===== src/rtl/irq_arb_pkg.sv =====
`default_nettype none
// +--------------------------------------------------------------------------+
// | Package     : irq_arb_pkg                                                |
// | Description : Shared widths, types and state encoding for the            |
// |               pending-interrupt arbiter and its priority encoder.        |
// | Revision    : 1.0 - initial release                                      |
// +--------------------------------------------------------------------------+
package irq_arb_pkg;

    localparam int IRQ_NUM   = 32;
    localparam int IRQ_IDX_W = 5;

    typedef logic [IRQ_NUM-1:0]   irq_vec_t;
    typedef logic [IRQ_IDX_W-1:0] irq_idx_t;

    typedef enum logic [0:0] {
        IDLE  = 1'b0,
        OFFER = 1'b1
    } irq_arb_state_e;

endpackage : irq_arb_pkg
`default_nettype wire


===== src/rtl/priority_encoder.sv =====
`default_nettype none
// +--------------------------------------------------------------------------+
// | Module      : priority_encoder                                           |
// | Description : 32-to-5 lowest-index-first priority encoder.               |
// | Ports       : data_i  [31:0] in  - request vector                        |
// |               data_o  [4:0]  out - index of lowest set bit (0 if none)   |
// |               valid_o        out - at least one bit of data_i is set     |
// | Revision    : 1.0 - initial release                                      |
// +--------------------------------------------------------------------------+
module priority_encoder
    import irq_arb_pkg::*;
(
    input  logic [IRQ_NUM-1:0]   data_i,
    output logic [IRQ_IDX_W-1:0] data_o,
    output logic                 valid_o
);

    // Scan from the top down so the last hit, the lowest set index, wins.
    always_comb begin
        data_o = '0;
        for (int i = IRQ_NUM - 1; i >= 0; i--) begin
            if (data_i[i]) begin
                data_o = IRQ_IDX_W'(i);
            end
        end
    end

    assign valid_o = |data_i;

endmodule : priority_encoder
`default_nettype wire


===== src/rtl/irq_pending_arbiter.sv =====
`default_nettype none
// +--------------------------------------------------------------------------+
// | Module      : irq_pending_arbiter                                        |
// | Description : Captures 32 single-cycle event pulses into sticky pending  |
// |               bits and offers them one index at a time over a           |
// |               valid/ready handshake.                                     |
// | Ports       : clk_i          in  - clock, rising edge                    |
// |               rst_ni         in  - synchronous active-low reset          |
// |               req_i   [31:0] in  - per-bit event pulse (sets pending)    |
// |               clr_i   [31:0] in  - per-bit pending clear                 |
// |               grant_valid_o  out - offered index is valid                |
// |               grant_idx_o [4:0] out - offered index                      |
// |               grant_ready_i  in  - consumer accepts the offer            |
// |               pending_o [31:0] out - pending register                    |
// |               lost_o         out - event hit an already-pending bit      |
// | Config      : IRQ_ARB_ROUND_ROBIN_EN - when defined, search starts just  |
// |               after the last granted index; otherwise lowest index wins. |
// | Revision    : 1.0 - initial release                                      |
// +--------------------------------------------------------------------------+
module irq_pending_arbiter
    import irq_arb_pkg::*;
(
    input  logic                 clk_i,
    input  logic                 rst_ni,
    input  logic [IRQ_NUM-1:0]   req_i,
    input  logic [IRQ_NUM-1:0]   clr_i,
    output logic                 grant_valid_o,
    output logic [IRQ_IDX_W-1:0] grant_idx_o,
    input  logic                 grant_ready_i,
    output logic [IRQ_NUM-1:0]   pending_o,
    output logic                 lost_o
);

    localparam logic [0:0] c_ST_IDLE  = IDLE;
    localparam logic [0:0] c_ST_OFFER = OFFER;

    logic [0:0]     r_state;
    irq_vec_t       r_pending;
    logic           r_grant_valid;
    irq_idx_t       r_grant_idx;
    irq_idx_t       r_last_idx;
    logic           r_lost;

    logic           w_hs;
    irq_vec_t       w_hs_mask;
    irq_vec_t       w_pending_next;
    logic           w_lost_next;
    irq_vec_t       w_enc_data;
    irq_idx_t       w_enc_idx;
    logic           w_enc_valid;
    irq_idx_t       w_sel_idx;

    assign w_hs      = r_grant_valid & grant_ready_i;
    assign w_hs_mask = w_hs ? (irq_vec_t'(1) << r_grant_idx) : '0;

    // A new event on a bit wins over a clear or a handshake of that same
    // bit, so it is never silently dropped.
    assign w_pending_next = (r_pending & ~clr_i & ~w_hs_mask) | req_i;

    // Only a pulse that lands on a bit that will still be pending is lost;
    // a bit being cleared or handed off this cycle absorbs the new event.
    assign w_lost_next = |(req_i & r_pending & ~clr_i & ~w_hs_mask);

`ifdef IRQ_ARB_ROUND_ROBIN_EN
    irq_idx_t                w_rot;
    logic [2*IRQ_NUM-1:0]    w_dbl;
    logic [2*IRQ_NUM-1:0]    w_dbl_shr;

    // Rotate right via a doubled vector so a zero shift needs no special case.
    assign w_rot      = r_last_idx + irq_idx_t'(1);
    assign w_dbl      = {r_pending, r_pending};
    assign w_dbl_shr  = w_dbl >> w_rot;
    assign w_enc_data = w_dbl_shr[IRQ_NUM-1:0];
    assign w_sel_idx  = w_enc_idx + w_rot;
`else
    logic w_unused_last_idx;

    // The last granted index is still tracked but plays no part in
    // fixed-priority selection.
    assign w_unused_last_idx = ^r_last_idx;
    assign w_enc_data        = r_pending;
    assign w_sel_idx         = w_enc_idx;
`endif

    priority_encoder u_priority_encoder (
        .data_i  (w_enc_data),
        .data_o  (w_enc_idx),
        .valid_o (w_enc_valid)
    );

    always_ff @(posedge clk_i) begin
        if (!rst_ni) begin
            r_state       <= c_ST_IDLE;
            r_pending     <= '0;
            r_grant_valid <= 1'b0;
            r_grant_idx   <= '0;
            r_last_idx    <= irq_idx_t'(IRQ_NUM - 1);
            r_lost        <= 1'b0;
        end else begin
            r_pending <= w_pending_next;
            r_lost    <= w_lost_next;
            case (r_state)
                c_ST_IDLE: begin
                    if (w_enc_valid) begin
                        r_grant_idx   <= w_sel_idx;
                        r_grant_valid <= 1'b1;
                        r_state       <= c_ST_OFFER;
                    end
                end
                c_ST_OFFER: begin
                    // The offer stays up even if its bit is cleared meanwhile.
                    if (w_hs) begin
                        r_grant_valid <= 1'b0;
                        r_last_idx    <= r_grant_idx;
                        r_state       <= c_ST_IDLE;
                    end
                end
                default: begin
                    r_grant_valid <= 1'b0;
                    r_state       <= c_ST_IDLE;
                end
            endcase
        end
    end

    assign grant_valid_o = r_grant_valid;
    assign grant_idx_o   = r_grant_idx;
    assign pending_o     = r_pending;
    assign lost_o        = r_lost;

endmodule : irq_pending_arbiter
`default_nettype wire

===== config.mk =====
export PLATFORM = sky130hd
export DESIGN_NAME = irq_pending_arbiter
export DESIGN_NICKNAME = d
export VERILOG_FILES = /design/src/rtl/irq_arb_pkg.sv /design/src/rtl/priority_encoder.sv /design/src/rtl/irq_pending_arbiter.sv
export SDC_FILE = /design/constraint.sdc
export NUM_CORES = 1
export LEC_CHECK = 0
export ABC_CLOCK_PERIOD_IN_PS = 2300
export BUFFER_PORTS_ARGS = -buffer_cell sky130_fd_sc_hd__buf_2
export CORE_MARGIN = 1
export CORE_UTILIZATION = 40
export DETAILED_ROUTE_END_ITERATION = 12
export MAX_ROUTING_LAYER = met4
export PLACE_DENSITY_LB_ADDON = 0.2
export RECOVER_POWER = 25
export SLEW_MARGIN = 30
export SYNTH_ARGS = -nofsm -noshare
export SYNTH_HDL_FRONTEND = slang
export SYNTH_HIERARCHICAL = 1
export SYNTH_SLANG_ARGS = --single-unit

===== constraint.sdc =====
create_clock -name clk_i -period 2.3 [get_ports clk_i]
set_input_delay 0.23 -clock clk_i [delete_from_list [all_inputs] [get_ports clk_i]]
set_output_delay 0.23 -clock clk_i [all_outputs]
set_load 0.01 [all_outputs]

==> run summary <==
=====================================================================================================
Worst reg-to-reg path cell count                                                                    6
Clock slew at reported path FFs                                                                 80 ps
Via density per instance                                                                         5.93
Number of max-slew violations in the final report                                                   0
Pwr Density                                                                               542 nW/um^2
Global router's overall resource usage                                                          28.8%
Cell types with the largest area share after synthesis                                   sky130_fd_sc_hd__dfxtp_1 (32%), sky130_fd_sc_hd__a311oi_1 (12%), sky130_fd_sc_hd__o21a_1 (9.9%), sky130_fd_sc_hd__inv_1 (5.7%), sky130_fd_sc_hd__nand3b_1 (3.3%)
CTS H-tree depth                                                                                    2
Routability Congestion                                                                          0.888
Vias in the first global route                                                                  2,713
Ratio of final minimum period to clock period                                                   90.1%
Worst skew pair latency                                                                        300 ps
Peak clock frequency supported by timing                                                      482 MHz
Post-route cell area                                                                       3240 sq um
Data arrival at the endpoint of the critical path                                             2270 ps
Internal cell power                                                                           1.19 mW
Final-layout setup total negative slack                                                          0 ps
Register area share after synthesis                                                             31.9%
Data required time of the critical path                                                       2500 ps
Multiplexer fraction of the synthesized cell area                                               1.99%
Unrepaired setup endpoints after global routing                                                    no
Die Width                                                                                     81.2 um
Pin count of the biggest net entering global routing                                               26
Synth Register Bits                                                                                40
Antenna diode count                                                                                 0
Proportion of register bits with asynchronous set or reset after synthesis                         0%
Number of instances resized during post-cts repair                                                  0
Clock network power share                                                                       28.9%
Main combinational cell family by area after synthesis                                   compound AO/OA/AOI/OAI gates
Largest delay share family, worst path                                                   compound AO/OA/AOI/OAI gates
First-pass GRT wire length                                                                    13.8 mm
Number of max-capacitance violations reported                                                       0
Hold crit path type                                                                      input pin to register
Root buffer cell                                                                         sky130_fd_sc_hd__clkbuf_8
Rows                                                                                               28
Average detailed-routed wire length per instance                                              17.9 um
Largest fanout on the critical path                                                                11
Number of buffer and inverter instances along the worst setup path                                  1
Critical path's slowest cell                                                             sky130_fd_sc_hd__and3_1
Global-route congestion overflow total                                                              0
Clock tree from TritonCTS                                                                       built
Std-Cell Core Area                                                                         5990 sq um
Post-synthesis average cell area                                                           8.26 sq um
Total clock buffers created by CTS                                                                  5
Area delta synth->final                                                                         29.1%
Fraction of power spent switching nets                                                          32.4%
Net count, final                                                                                  483
Most used flip-flop cell after synthesis                                                 sky130_fd_sc_hd__dfxtp_1
Ordered list of cells on the worst path                                                  and3_1, buf_4, a311oi_1, a22oi_1, nand4b_1, o31a_1
Leakage power total                                                                           1.37 nW
Post-synthesis share of cell area spent on full adders, half adders and majority gates             0%
Drt pass-1 iters                                                                                    4
DRT antenna net count                                                                               0
Final critical delay including setup and external delays                                      2070 ps
Critical Path Start Type                                                                     register
Antenna violations before repair                                                                    0
Final Instance Count excl. Fillers                                                                492
Routed vias                                                                                     2,919
Transition time at the pin with the least slew margin                                          655 ps
Vertical die dimension                                                                        81.2 um
Yosys top cell area share                                                                       31.9%
Post-synth EDFFs                                                                                    0
Area after detailed placement                                                              3170 sq um
Buffers on Ports                                                                                  105
Number of hold-slack violations in the final timing report                                          0
Number of ports placed on the die boundary                                                        106
Initial Utilization                                                                             41.9%
Post-CTS Repair Setup Buffers                                                                       0
Worst Setup Path Type                                                                    register to register
Net count after synthesis                                                                         371
Crit end category                                                                            register
Power spent charging and discharging nets                                                    0.570 mW
Power after layout                                                                            1.76 mW
Most frequent cell after synthesis                                                       sky130_fd_sc_hd__dfxtp_1
Run status                                                                                  completed
Synthesized instance count                                                                        304
Area share of xor/xnor cells in the synthesized design                                             0%
Commonest cells in the synthesized netlist                                               sky130_fd_sc_hd__dfxtp_1 (40), sky130_fd_sc_hd__inv_1 (38), sky130_fd_sc_hd__a311oi_1 (34)
Maximum cell stage delay along the critical path                                               440 ps
Yosys top cell by area                                                                   sky130_fd_sc_hd__dfxtp_1
Number of unique standard cell types used by synthesis                                             46
Share of layout cells above drive strength 1                                                    29.0%
Placed wire-length estimate                                                                   6.72 mm
Complex-gate fraction of the synthesized area                                                   35.4%
Count of yosys warnings during synthesis                                                            6
CTS hold repair buffers                                                                             0
Aggregate routed wire length                                                                  8.78 mm
Layout filler cell count                                                                          595
Maximum ir drop on the vdd rail                                                              0.295 mV
Worst Clk Skew                                                                                6.04 ps
Sequential group share of total power                                                           45.9%
Worst path depth                                                                                    6
Maximum root-to-sink buffer count                                                                   2
# clock sinks                                                                                      40
Simple-Gate Fraction of Synth Area                                                              20.8%
Number of instances in the placed design                                                          484
Iteration-0 DRC Markers                                                                           294
Post-synthesis instance area                                                               2510 sq um
Number of cells on the worst hold path                                                              2
DRC violation count after routing                                                                   0
Final setup vio count                                                                               0
Worst slew margin                                                                               56.2%
Combinational Power Share                                                                       25.2%
Die ar.                                                                                    6600 sq um
=====================================================================================================
-- power groups by stage --
stage	sequential (mW)	combinational (mW)	clock [mW]
detailed placement	0.820	0.442	0
floorplan	0.828	0.218	0
CTS	0.804	0.444	0.513
global placement	0.818	0.440	0
global route	0.816	0.483	0.554
finish	0.807	0.443	0.508
-- sequential cells by signal, summed over array words and instances, names as in the netlist --
| name | cells |
|---|---|
| pending_o | 32 |
| lost_o | 1 |
| grant_idx_o | 5 |
| r_state | 1 |
| grant_valid_o | 1 |
-- per-stage QoR --
step	util, %	setup WS (ps)	hold WS [ps]
3_3_place_gp	53.0	292	455
2_1_floorplan	-	436	338
4_1_cts	54.5	175	145
3_5_place_dp	53.0	180	459
6_report	54.1	227	149
5_1_grt	54.1	76.3	146
-- worst register-to-register path, cell delays in order, from the launching register on --
cell	delay, ps
sky130_fd_sc_hd__dfxtp_1	380
sky130_fd_sc_hd__and3_1	440
sky130_fd_sc_hd__buf_4	280
sky130_fd_sc_hd__a311oi_1	140
sky130_fd_sc_hd__a22oi_1	300
sky130_fd_sc_hd__nand4b_1	150
sky130_fd_sc_hd__o31a_1	280
-- path summary, 6_finish.rpt --
kind                               startpoint             to  slack, ps
worst max-delay path            grant_valid_o         lost_o        230
worst min-delay path                req_i[12]  pending_o[12]        150
worst max register to register  grant_valid_o         lost_o        230
worst min register to register  grant_valid_o        r_state        500
-- kinds of logic (layout without fill, tap and decap cells) --
family,Yosys count,count (layout)
buffers and inverters,56,169
multiplexers,5,5
AND/OR/NAND/NOR,86,86
flip-flops,40,40
AO/OA/AOI/OAI,117,117
-- placed cells by master (no fill, tap or decap), drive strengths merged --
cell,instances
clkbuf,27
a311oi,34
o21ai,4
nor3,8
a211oi,1
dfxtp,40
nand4b,1
nor4,8
a22oi,3
o31a,1
and2,5
nor3b,2
inv,38
nand2b,7
nand3,1
o21a,33
o2111ai,1
buf,104
or4,4
a21oi,14
nand4,3
and3,1
nor2,14
o31ai,4
a221oi,1
a31oi,12
a21boi,1
a2111oi,6
nand3b,11
o211ai,1
and2b,2
nand2,8
nor2b,10
mux2i,5
a21o,1
and3b,1
-- per-layer routing --
| metal | vias to the layer above | routed length, um | part of all wire, % | track usage (%) |
|---|---|---|---|---|
| li1 | 1377 | - | - | - |
| met1 | 1364 | 3850 | 44 | 37.6 |
| met2 | 156 | 4000 | 46 | 44.0 |
| met3 | 22 | 724 | 8.2 | 5.39 |
| met4 | 0 | 207 | 2.4 | 10.7 |
| met5 | - | 0 | 0 | - |
-- area by class of cell --
class / instances / area, sq um / share of cell area (%)
Multi-Input combinational cell: 208 / 1470 / 45.2
Inverter: 38 / 143 / 4.40
Timing Repair Buffer: 123 / 649 / 20.0
Tap cell: 75 / 93.8 / 2.89
Sequential cell: 40 / 801 / 24.7
Clock buffer: 8 / 90.1 / 2.78
No activity file was read; power rests on OpenSTA's default activity.
